[src/rtl/clock_pkg.sv]
// Shared constants and counter-width helper for the digital-clock tick dividers.
package clock_pkg;

  localparam int CLK_HZ_BOARD     = 100000000;
  localparam int TICK_HZ_DEFAULT  = 1000;
  localparam int SLOW_DIV_DEFAULT = 1000;
  localparam int FAST_DIV_DEFAULT = 10;

  // Bits needed to count 0..n-1, never less than one.
  function automatic int div_width(input int n);
    return (n < 2) ? 1 : $clog2(n);
  endfunction

endpackage

[src/rtl/mod_counter.sv]
// Modulo counter with a run-time terminal; wraps to 0 on the increment that
// finds the count at or beyond the terminal, so a lowered terminal never locks up.
module mod_counter
  import clock_pkg::*;
#(
  parameter int  MOD = 10,
  localparam int W   = div_width(MOD)
) (
  input  logic         clk_100M,
  input  logic         rst_n,
  input  logic         i_inc,
  input  logic         i_clr,
  input  logic [W-1:0] i_term,
  output logic [W-1:0] o_count,
  output logic         o_wrap
);

  logic [W-1:0] r_count;

  assign o_wrap  = i_inc && !i_clr && (r_count >= i_term);
  assign o_count = r_count;

  always_ff @(posedge clk_100M or negedge rst_n) begin
    if (!rst_n) begin
      r_count <= '0;
    end else if (i_clr || o_wrap) begin
      r_count <= '0;
    end else if (i_inc) begin
      r_count <= r_count + 1'b1;
    end
  end

endmodule

[src/rtl/tick_divider.sv]
// Prescaler + slow divider producing single-cycle enable ticks and a seconds square wave.
// Define TICK_DIVIDER_BLINK_EN to add the blink_2hz digit-blink output.
module tick_divider
  import clock_pkg::*;
#(
  parameter int CLK_HZ   = CLK_HZ_BOARD,
  parameter int TICK_HZ  = TICK_HZ_DEFAULT,
  parameter int SLOW_DIV = SLOW_DIV_DEFAULT,
  parameter int FAST_DIV = FAST_DIV_DEFAULT
) (
  input  logic clk_100M,
  input  logic rst_n,
  input  logic en,
  input  logic clr,
  input  logic fast_mode,
  output logic tick_1khz,
  output logic tick_1hz,
  output logic sq_1hz
`ifdef TICK_DIVIDER_BLINK_EN
  ,
  output logic blink_2hz
`endif
);

  localparam int PRE_DIV = CLK_HZ / TICK_HZ;
  localparam int WP      = div_width(PRE_DIV);
  localparam int WS      = div_width(SLOW_DIV);

  generate
    if (CLK_HZ % TICK_HZ != 0) begin : g_bad_ratio
      $fatal(1, "tick_divider: CLK_HZ must be a multiple of TICK_HZ");
    end
    if (PRE_DIV < 2) begin : g_bad_pre
      $fatal(1, "tick_divider: PRE_DIV must be at least 2");
    end
    if (SLOW_DIV < 2) begin : g_bad_slow
      $fatal(1, "tick_divider: SLOW_DIV must be at least 2");
    end
    if (FAST_DIV < 1 || FAST_DIV > SLOW_DIV) begin : g_bad_fast
      $fatal(1, "tick_divider: FAST_DIV must lie in 1..SLOW_DIV");
    end
  endgenerate

  logic          w_run;
  logic          w_pre_wrap;
  logic [WP-1:0] w_unused_pre_cnt;
  logic [WS-1:0] w_slow_term;
  logic [WS-1:0] w_slow_cnt;
  logic          w_slow_wrap;
  logic [WS-1:0] w_slow_next;
  logic [WS:0]   w_half;
  logic          r_tick_1khz;
  logic          r_tick_1hz;
  logic          r_sq_1hz;

  assign w_run       = en && !clr;
  assign w_slow_term = fast_mode ? WS'(FAST_DIV - 1) : WS'(SLOW_DIV - 1);
  assign w_half      = ({1'b0, w_slow_term} + 1'b1) >> 1;

  mod_counter #(.MOD(PRE_DIV)) u_pre (
    .clk_100M (clk_100M),
    .rst_n    (rst_n),
    .i_inc    (w_run),
    .i_clr    (clr),
    .i_term   (WP'(PRE_DIV - 1)),
    .o_count  (w_unused_pre_cnt),
    .o_wrap   (w_pre_wrap)
  );

  mod_counter #(.MOD(SLOW_DIV)) u_slow (
    .clk_100M (clk_100M),
    .rst_n    (rst_n),
    .i_inc    (w_pre_wrap),
    .i_clr    (clr),
    .i_term   (w_slow_term),
    .o_count  (w_slow_cnt),
    .o_wrap   (w_slow_wrap)
  );

  // Mirror of the slow counter's next state so sq_1hz flips on the tick_1hz cycle.
  always_comb begin
    w_slow_next = w_slow_cnt;
    if (clr || w_slow_wrap) begin
      w_slow_next = '0;
    end else if (w_pre_wrap) begin
      w_slow_next = w_slow_cnt + 1'b1;
    end
  end

  always_ff @(posedge clk_100M or negedge rst_n) begin
    if (!rst_n) begin
      r_tick_1khz <= 1'b0;
      r_tick_1hz  <= 1'b0;
      r_sq_1hz    <= 1'b1;
    end else begin
      r_tick_1khz <= w_pre_wrap;
      r_tick_1hz  <= w_slow_wrap;
      if (clr) begin
        r_sq_1hz <= 1'b1;
      end else if (en) begin
        r_sq_1hz <= ({1'b0, w_slow_next} < w_half);
      end
    end
  end

  assign tick_1khz = r_tick_1khz;
  assign tick_1hz  = r_tick_1hz;
  assign sq_1hz    = r_sq_1hz;

`ifdef TICK_DIVIDER_BLINK_EN
  localparam int BLINK_N = (SLOW_DIV / 4 < 1) ? 1 : SLOW_DIV / 4;
  localparam int BLINK_F = (FAST_DIV / 4 < 1) ? 1 : FAST_DIV / 4;
  localparam int WB      = div_width(BLINK_N);

  logic [WB-1:0] w_blink_term;
  logic [WB-1:0] w_unused_blink_cnt;
  logic          w_blink_wrap;
  logic          r_blink;

  assign w_blink_term = fast_mode ? WB'(BLINK_F - 1) : WB'(BLINK_N - 1);

  mod_counter #(.MOD(BLINK_N)) u_blink (
    .clk_100M (clk_100M),
    .rst_n    (rst_n),
    .i_inc    (w_pre_wrap),
    .i_clr    (clr),
    .i_term   (w_blink_term),
    .o_count  (w_unused_blink_cnt),
    .o_wrap   (w_blink_wrap)
  );

  always_ff @(posedge clk_100M or negedge rst_n) begin
    if (!rst_n) begin
      r_blink <= 1'b0;
    end else if (clr) begin
      r_blink <= 1'b0;
    end else if (w_blink_wrap) begin
      r_blink <= ~r_blink;
    end
  end

  assign blink_2hz = r_blink;
`endif

endmodule

[config.mk]
export PLATFORM = sky130hd
export DESIGN_NAME = tick_divider
export DESIGN_NICKNAME = d
export VERILOG_FILES = /design/src/rtl/clock_pkg.sv /design/src/rtl/mod_counter.sv /design/src/rtl/tick_divider.sv
export SDC_FILE = /design/constraint.sdc
export NUM_CORES = 1
export LEC_CHECK = 0
export ABC_AREA = 1
export CORE_MARGIN = 10
export CORE_UTILIZATION = 40
export CTS_CLUSTER_DIAMETER = 40
export CTS_CLUSTER_SIZE = 40
export DETAILED_ROUTE_END_ITERATION = 8
export PLACE_DENSITY = 0.61
export SYNTH_ARGS = -nofsm -noshare
export SYNTH_HDL_FRONTEND = slang
export SYNTH_SLANG_ARGS = --single-unit
[constraint.sdc]
create_clock -name clk_100M -period 6.1 [get_ports clk_100M]
set_clock_uncertainty 0.1 [all_clocks]
set_input_delay 0.61 -clock clk_100M [delete_from_list [all_inputs] [get_ports clk_100M]]
set_output_delay 0.61 -clock clk_100M [all_outputs]
set_load 0.01 [all_outputs]
; After elaboration in Yosys (flattened, before gate mapping)
; Cells that the tools add are included.
[word_totals]
ff_bits = 30
out_inout_bits = 3
[classes]
reduce_logical = 10
add_sub_neg = 3
order_cmp = 3
muxes = 7
[ops]
columns = cell, count
row1 = $mux W17, 2
row2 = $mux W10, 3
row3 = $add A17 B1 Y17 const B, 1
row4 = $ge A17 B17 Y1 const B, 1
row5 = $add A10 B1 Y11 const B, 1
row6 = $add A10 B1 Y10 const B, 1
row7 = $ge A10 B10 Y1, 1
row8 = $lt A10 B10 Y1, 1
row9 = $logic_and A1 B1 Y1, 5
row10 = $reduce_bool A2 Y1, 2
row11 = $logic_or A1 B1 Y1, 2
row12 = $mux W1, 2
row13 = $logic_not A1 Y1, 1

; Longest topological paths before layout
; Gate-level depths: netlist of run 1.
[depth]
depth_word = 11
depth_mapped = 22
mapped_depth_nobuf = 22

; By module
; From an unflattened synthesis of run 1, not the netlist that was laid out.
[hier_totals]
cells_unflattened = 411
area_unflattened_um2 = 2841.5
[modules_own_cells]
columns = module, cells_each, seq_area_each_um2, instances, area_each_um2
row1 = mod_counter at u_pre, 216, 425.4, 1, 1546.5
row2 = mod_counter at u_slow, 113, 250.2, 1, 820.8
row3 = tick_divider, 82, 76.3, 1, 474.2

; Least setup slack after synthesis of run 1
; No wires, ideal clock.
[synth_timing]
kind = in2reg
startpoint = input port fast_mode
endpoint = register r_sq_1hz (netlist: sq_1hz)
path_slack_ns = 3.391
arrival_time_ns = 2.536
t_required_ns = 5.927
setup_ns = 0.073
stages = 19
cell_sequence = inv_1 ha_1 nand2_1 nand2_1 nand2_1 nand2_1 nand2_1 nand3_1 nand3_4 nand2_4 a21oi_1 o21a_1 ha_1 a21o_1 a21oi_1 o21ai_0 a21oi_2 nand2_1 a21oi_1
[synth_between]
elab_chain_cells = 8
elab_cells_between_ends = 9
[synth_lines]
columns = item, line_no
row1 = start: declaration, tick_divider.sv:15  ; input logic fast_mode,
row2 = $mux W10, tick_divider.sv:57  ; assign w_slow_term = fast_mode ? WS'(FAST_DIV - 1) : WS'(SLOW_DIV - 1);
row3 = $ge A10 B10 Y1, mod_counter.sv:20  ; assign o_wrap = i_inc && !i_clr && (r_count >= i_term);
row4 = $logic_and A1 B1 Y1, mod_counter.sv:20
row5 = $logic_or A1 B1 Y1, tick_divider.sv:83  ; if (clr || w_slow_wrap) begin
row6 = $mux W10, tick_divider.sv:83
row7 = net w_slow_next[7], tick_divider.sv:50  ; logic [WS-1:0] w_slow_next;
row8 = $lt A10 B10 Y1, tick_divider.sv:101  ; r_sq_1hz <= ({1'b0, w_slow_next} < w_half);
row9 = $mux W1, tick_divider.sv:100  ; end else if (en) begin
row10 = $mux W1, tick_divider.sv:98  ; if (clr) begin
row11 = end signal: assignment, tick_divider.sv:101
row12 = end: declaration, tick_divider.sv:54  ; logic r_sq_1hz;
; The timed path passes the listed nets, and every way through them passes these cells. The select of a mux whose other input is x is not followed.
; A chain may end at the register's enable or synchronous reset.

; Worst setup path in the final report of run 1
; Same ends and word-level chain as after synthesis.

==> results_dict.tcl, run 1 <==
set metrics [dict create \
    status "complete, no violations" \
    min_period_ns 3.57 \
    hold_path_class "flop to flop" \
    postCtsHoldBufs 0 \
    cts_resized 0 \
    worstSetupPathType "input pin to flop" \
    yosysUniqueCellTypes 31 \
    synth_nets 282 \
    ys_seq_elements 30 \
    post-route-period-util 0.585 \
    layout_commonest_cell "nand2_1" \
    gp_congestion 0.854 \
    hold_viol_final 0 \
    final_cell_mix "nand2_1, inv_1, nor2_1, dfrtp_1, nand3_1" \
    fill_cells 494 \
    hpwl_um 3090 \
    worst_path_max_delay_cell "clkdlybuf4s50_1" \
    cts_sinks 30 \
    end_kind "flop" \
    cp_slowest_stage_delay_ns 0.83 \
    rsz0062_at_grt "false" \
    clkTransAtPathRegs_ns 0.07 \
    timing.slew.headroom 0.621 \
    worst-path-max-fanout 14 \
    utilization 0.474 \
    power_leakage_nw 1.11 \
    track_usage 0.105 \
    first_global_vias 1557 \
    setup_viol 0 \
    slew_viol_final 0 \
    worstPathRequired_ns 6.22 \
    fin_setup_tns_ns 0 \
    clockBufferDepth 2 \
    cts_root_buf "clkbuf_8" \
    arrival_ns 3.69 \
    core-area_um2 4850 \
    drv_cap 0 \
    grt_pass1_wl_um 7290 \
    grt_max_degree 31 \
    h-tree-depth 2 \
    path_cells "clkdlybuf4s50_1, inv_1, ha_1, nand2_1, nand2_1, nand2_1, nand2_1, nand2_1, nand3_1, nand3_4, nand2_4, a21oi_1, o21a_1, ha_1, a21o_1, a21oi_1, o21ai_0, a21oi_2, nand2_1, a21oi_1" \
    seq_area_frac_synth 0.367 \
    gr-total-overflow 0 \
    multiInputGateArea_um2 1140 \
    drc_errors 0 \
    power_density_nw_per_um2 174 \
    wl_per_cell_um 11.8 \
    vias_per_cell 4.73 \
    syn2layout_area_growth_pct 12.1 \
    die_w_um 91.6 \
    numCtsBuffers 5 \
    start_util 0.422 \
    num_vias 1628 \
    syn_area_um2 2050 \
    ir_drop_mv 0.0772 \
    yosys.area.top_type "dfrtp_1" \
    grt_antenna_before_repair 0 \
    die_h_um 91.6 \
    worst_path_most_repeated_cell "nand2_1" \
    totalWireLength_um 4070 \
    diodes 0 \
    dr.pass1.iters 4 \
    drtIter0Drc 94 \
    cts_tree "built" \
    avgSynthCellArea_um2 7.82 \
    clk_latency_ns 0.29 \
    start_kind "input pin" \
    nNetsFinal 296 \
    io_pins 8 \
    netlist.area_leader.share 0.354 \
    port_buffers 7 \
    tightest_slew_ns 0.567 \
    register_area_um2 752 \
    layout-drive-gt1-share 0.170 \
    cts_setup_buffers 0 \
    ant_nets 0 \
    yosys_warnings 0 \
    die_area_um2 8380 \
    fmax_mhz 280 \
    synthTopCellsByArea "dfrtp_1, ha_1, nand2_1" \
    rows 25 \
    netlist_instances 262 \
]
==> worst max-delay path, delay by kind of cell <==
family / cells / cell delay, ns
AOI/OAI and AO/OA: 7 / 0.96
adders and majority gates: 2 / 0.56
buffers and inverters: 2 / 0.93
and+or+nand+nor: 9 / 0.62
==> routing by layer <==
layer  vias to the layer above  part of all wire  global-route usage
met5                         -                 0                   0
met4                         0             0.019              0.0431
met3                         9             0.044              0.0272
met2                        22              0.43               0.161
met1                       727              0.50               0.136
li1                        870                 -                   -
==> registers in the layout, indices dropped and copies added (netlist names) <==
signal	flops
tick_1khz	1
sq_1hz	1
u_pre.o_count	17
tick_1hz	1
u_slow.o_count	10
==> logic make-up after synthesis <==
| logic type | share of synthesized area |
|---|---|
| AO/OA/AOI/OAI | 0.0947 |
| XOR/XNOR | 0.0257 |
| adder cells (fa/ha/maj) | 0.0916 |
| buffers and inverters | 0.0751 |
| flip-flops | 0.367 |
| AND/OR/NAND/NOR | 0.346 |
==> synth_stat cells <==
cell and n:
a21o_1 3, a21oi_1 17, a21oi_2 1, a221oi_1 1, buf_2 1, dfrtp_1 29
dfstp_2 1, ha_1 15, inv_1 32, inv_2 6, inv_4 1, nand2_1 49
nand2_2 7, nand2_4 2, nand3_1 22, nand3_2 1, nand3_4 2, nand3b_1 2
nand4_1 1, nor2_1 29, nor2_2 10, nor2_4 7, nor3_1 5, o211ai_1 1
o21a_1 3, o21ai_0 5, o21ai_1 1, o21ai_2 1, or2_1 1, xnor2_1 3
xor2_1 3
==> final timing paths <==
path | from | endpoint | slack, ns | depth (start not counted)
max in group asynchronous | rst_n | sq_1hz | 4.97 | 2
worst min-delay path | u_pre.o_count[1] | u_pre.o_count[1] | 0.42 | 2
min in group asynchronous | rst_n | u_pre.o_count[7] | 0.61 | 2
worst min register to register | u_pre.o_count[1] | u_pre.o_count[1] | 0.42 | 2
worst max-delay path | fast_mode | sq_1hz | 2.53 | 20
worst max register to register | u_pre.o_count[1] | sq_1hz | 3.21 | 20
==> cell type report <==
| cell class | count | share of cell area |
|---|---|---|
| Clock buffer | 7 | 0.0376 |
| Sequential cell | 30 | 0.328 |
| Timing Repair Buffer | 8 | 0.0338 |
| Clock inverter | 1 | 0.00218 |
| Multi-Input combinational cell | 192 | 0.498 |
| Inverter | 39 | 0.0649 |
| Tap cell | 67 | 0.0365 |
==> where the power goes <==
part           switching (mW)  total [mW]  internal (mW)
registers             0.00173       0.203          0.201
logic                  0.0191      0.0281        0.00898
clock network          0.0769       0.168         0.0909
total                  0.0977       0.399          0.301
==> stage by stage <==
step | worst slack, ns | std cells | power [mW] | hold slack (ns) | cell area (um^2)
floorplan | 3.39 | 262 | 0.222 | 0.214 | 2050
global placement | 2.28 | 336 | 0.235 | 0.400 | 2200
detailed placement | 2.24 | 336 | 0.235 | 0.408 | 2200
CTS | 2.53 | 344 | 0.403 | 0.422 | 2300
global route | 2.18 | 344 | 0.418 | 0.450 | 2300
finish | 2.53 | 344 | 0.399 | 0.418 | 2300
Note: power is estimated with default switching activity, not from simulation.
==> run 2: changes to the inputs <==
--- a/config.mk
+++ b/config.mk
@@ -11,7 +11,7 @@
 export CTS_CLUSTER_DIAMETER = 40
 export CTS_CLUSTER_SIZE = 40
 export DETAILED_ROUTE_END_ITERATION = 8
-export PLACE_DENSITY = 0.61
+export PLACE_DENSITY = 0.63
 export SYNTH_ARGS = -nofsm -noshare
 export SYNTH_HDL_FRONTEND = slang
 export SYNTH_SLANG_ARGS = --single-unit
==> constraint.sdc (replaced) <==
create_clock -name clk_100M -period 3.1 [get_ports clk_100M]
set_clock_uncertainty 0.1 [all_clocks]
set_input_delay 0.31 -clock clk_100M [delete_from_list [all_inputs] [get_ports clk_100M]]
set_output_delay 0.31 -clock clk_100M [all_outputs]
set_load 0.01 [all_outputs]
==> run 2 against run 1 <==
  * Global-route usage is essentially flat
  * First-iteration DRC count shrank 43%
  * Critical path type unchanged
  * Sequential power grew 97%
  * Power grew 99%
  * Non-clock buffer count grew 12
  * Register-to-register slack lost 2.9 ns
  * Design area grew 4.8%
  * Setup slack lost 2.4 ns
  * Clock power grew 95%
  * Critical path depth shrank 2
  * Largest cell class unchanged
  * Critical endpoint unchanged
  * Cell count grew 3.5%
==> results_dict.tcl, run 2 (same netlist as run 1, synthesis figures left out) <==
set metrics [dict create \
    register_area_um2 752 \
    clkTransAtPathRegs_ns 0.06 \
    r2r_end "sq_1hz" \
    clockBufferDepth 2 \
    setup_viol 0 \
    endpoint "sq_1hz" \
    post-route-period-util 0.951 \
    h-tree-depth 2 \
    place_area_um2 2290 \
    arrival_ns 3.06 \
    start_kind "input pin" \
    rrSetupSlack_ns 0.32 \
    fmax_mhz 339 \
    start_util 0.422 \
    totalWireLength_um 4170 \
    numCtsBuffers 5 \
    tightest_slew_ns 0.393 \
    nNetsFinal 308 \
    timing.slew.headroom 0.738 \
    power_leakage_nw 1.18 \
    core-area_um2 4850 \
    vias_per_cell 4.72 \
    cts_tree "built" \
    fill_cells 486 \
    worstPathRequired_ns 3.21 \
    ant_nets 0 \
    status "complete, no violations" \
    die_w_um 91.6 \
    die_h_um 91.6 \
    num_vias 1680 \
    final_area_um2 2410 \
    gp_congestion 0.884 \
    post-place-cells 346 \
    hpwl_um 3260 \
    end_kind "flop" \
    holdWs_ns 0.306 \
    ir_drop_mv 0.148 \
    clk_latency_ns 0.28 \
    multiInputGateArea_um2 1150 \
    slew_viol_final 0 \
    worst-path-max-fanout 8 \
    worstSetupPathType "input pin to flop" \
    largest_reg_flops 17 \
    diodes 0 \
    track_usage 0.105 \
    hold_viol_final 0 \
    drtIter0Drc 54 \
    postCtsHoldBufs 0 \
    cts_root_buf "clkbuf_8" \
    wl_per_cell_um 11.7 \
    layout-drive-gt1-share 0.208 \
    min_period_ns 2.95 \
    power_density_nw_per_um2 330 \
    critPathLaunch "fast_mode" \
    port_buffers 7 \
    io_pins 8 \
    drc_errors 0 \
    final_cell_mix "nand2_1, inv_1, nor2_1, dfrtp_1, nand3_1" \
    cts_sinks 30 \
    gr-total-overflow 0 \
    rows 25 \
    fin_setup_tns_ns 0 \
    grt_max_degree 31 \
    layout_commonest_cell "nand2_1" \
    hold_path_class "input pin to asynchronous set/reset pin" \
    rr_worst_depth 20 \
    grt_antenna_before_repair 0 \
    worstReg2RegStart "u_pre.o_count[1]" \
    syn2layout_area_growth_pct 17.5 \
    stdcell_count 356 \
    first_global_vias 1605 \
    die_area_um2 8380 \
    grt_pass1_wl_um 7380 \
    dr.pass1.iters 4 \
    drv_cap 0 \
]
[run 2: area by class of cell]
class	instances	area share
clock buffers	7	0.0359
clock inverters	1	0.00208
inverters	39	0.0619
multi-input cells	192	0.476
flip-flops and latches	30	0.313
well taps	67	0.0348
repair buffers	20	0.0764
[run 2: worst max-delay path: stages]
cell and delay, ns:
clkdlybuf4s50_1 0.41, buf_6 0.14, buf_4 0.13, ha_1 0.28, a21o_1 0.16, nand3_1 0.07, nand3_1 0.12, nand3_4 0.12
nand2_4 0.07, a21oi_1 0.12, o21a_1 0.18, ha_1 0.25, a21o_1 0.17, a21oi_2 0.12, o21ai_0 0.11, a21oi_2 0.11
nand2_1 0.06, a21oi_1 0.13
[run 2: report_power, final]
| group | switching (mW) | internal [mW] |
|---|---|---|
| sequential | 0.00339 | 0.396 |
| combinational | 0.0396 | 0.0271 |
| clock | 0.149 | 0.179 |
[run 2: timing repair]
| action | in CTS | in global routing |
|---|---|---|
| setup endpoints to repair | 0 | 1 |
| setup buffers | 0 | 2 |
| resized for setup | 0 | 2 |
[run 2: how the worst min path moves through the flow]
stage                            startpoint                end  cells after the start
after floorplan                       rst_n           tick_1hz                      0
after global placement    u_pre.o_count[16]  u_pre.o_count[16]                      2
after detailed placement  u_pre.o_count[16]  u_pre.o_count[16]                      2
after CTS                             rst_n   u_pre.o_count[5]                      2
after global routing                  rst_n  u_pre.o_count[10]                      2
final                                 rst_n   u_pre.o_count[5]                      2
[run 2: per-stage QoR]
stage | power [mW] | worst slack, ns | utilization
floorplan | 0.437 | 0.594 | -
global placement | 0.472 | -0.107 | 0.473
detailed placement | 0.473 | -0.171 | 0.473
CTS | 0.806 | 0.125 | 0.492
global route | 0.834 | -0.00990 | 0.496
finish | 0.794 | 0.153 | 0.496
[run 2: per-layer routing]
metal  vias up  part of all wire  wire length (um)  GRT usage
li1        900                 -                 -          -
met3         5             0.041               173     0.0321
met5         -                 0                 0          0
met2        27              0.42              1760      0.158
met1       748              0.53              2200      0.139
met4         0             0.012                49     0.0352
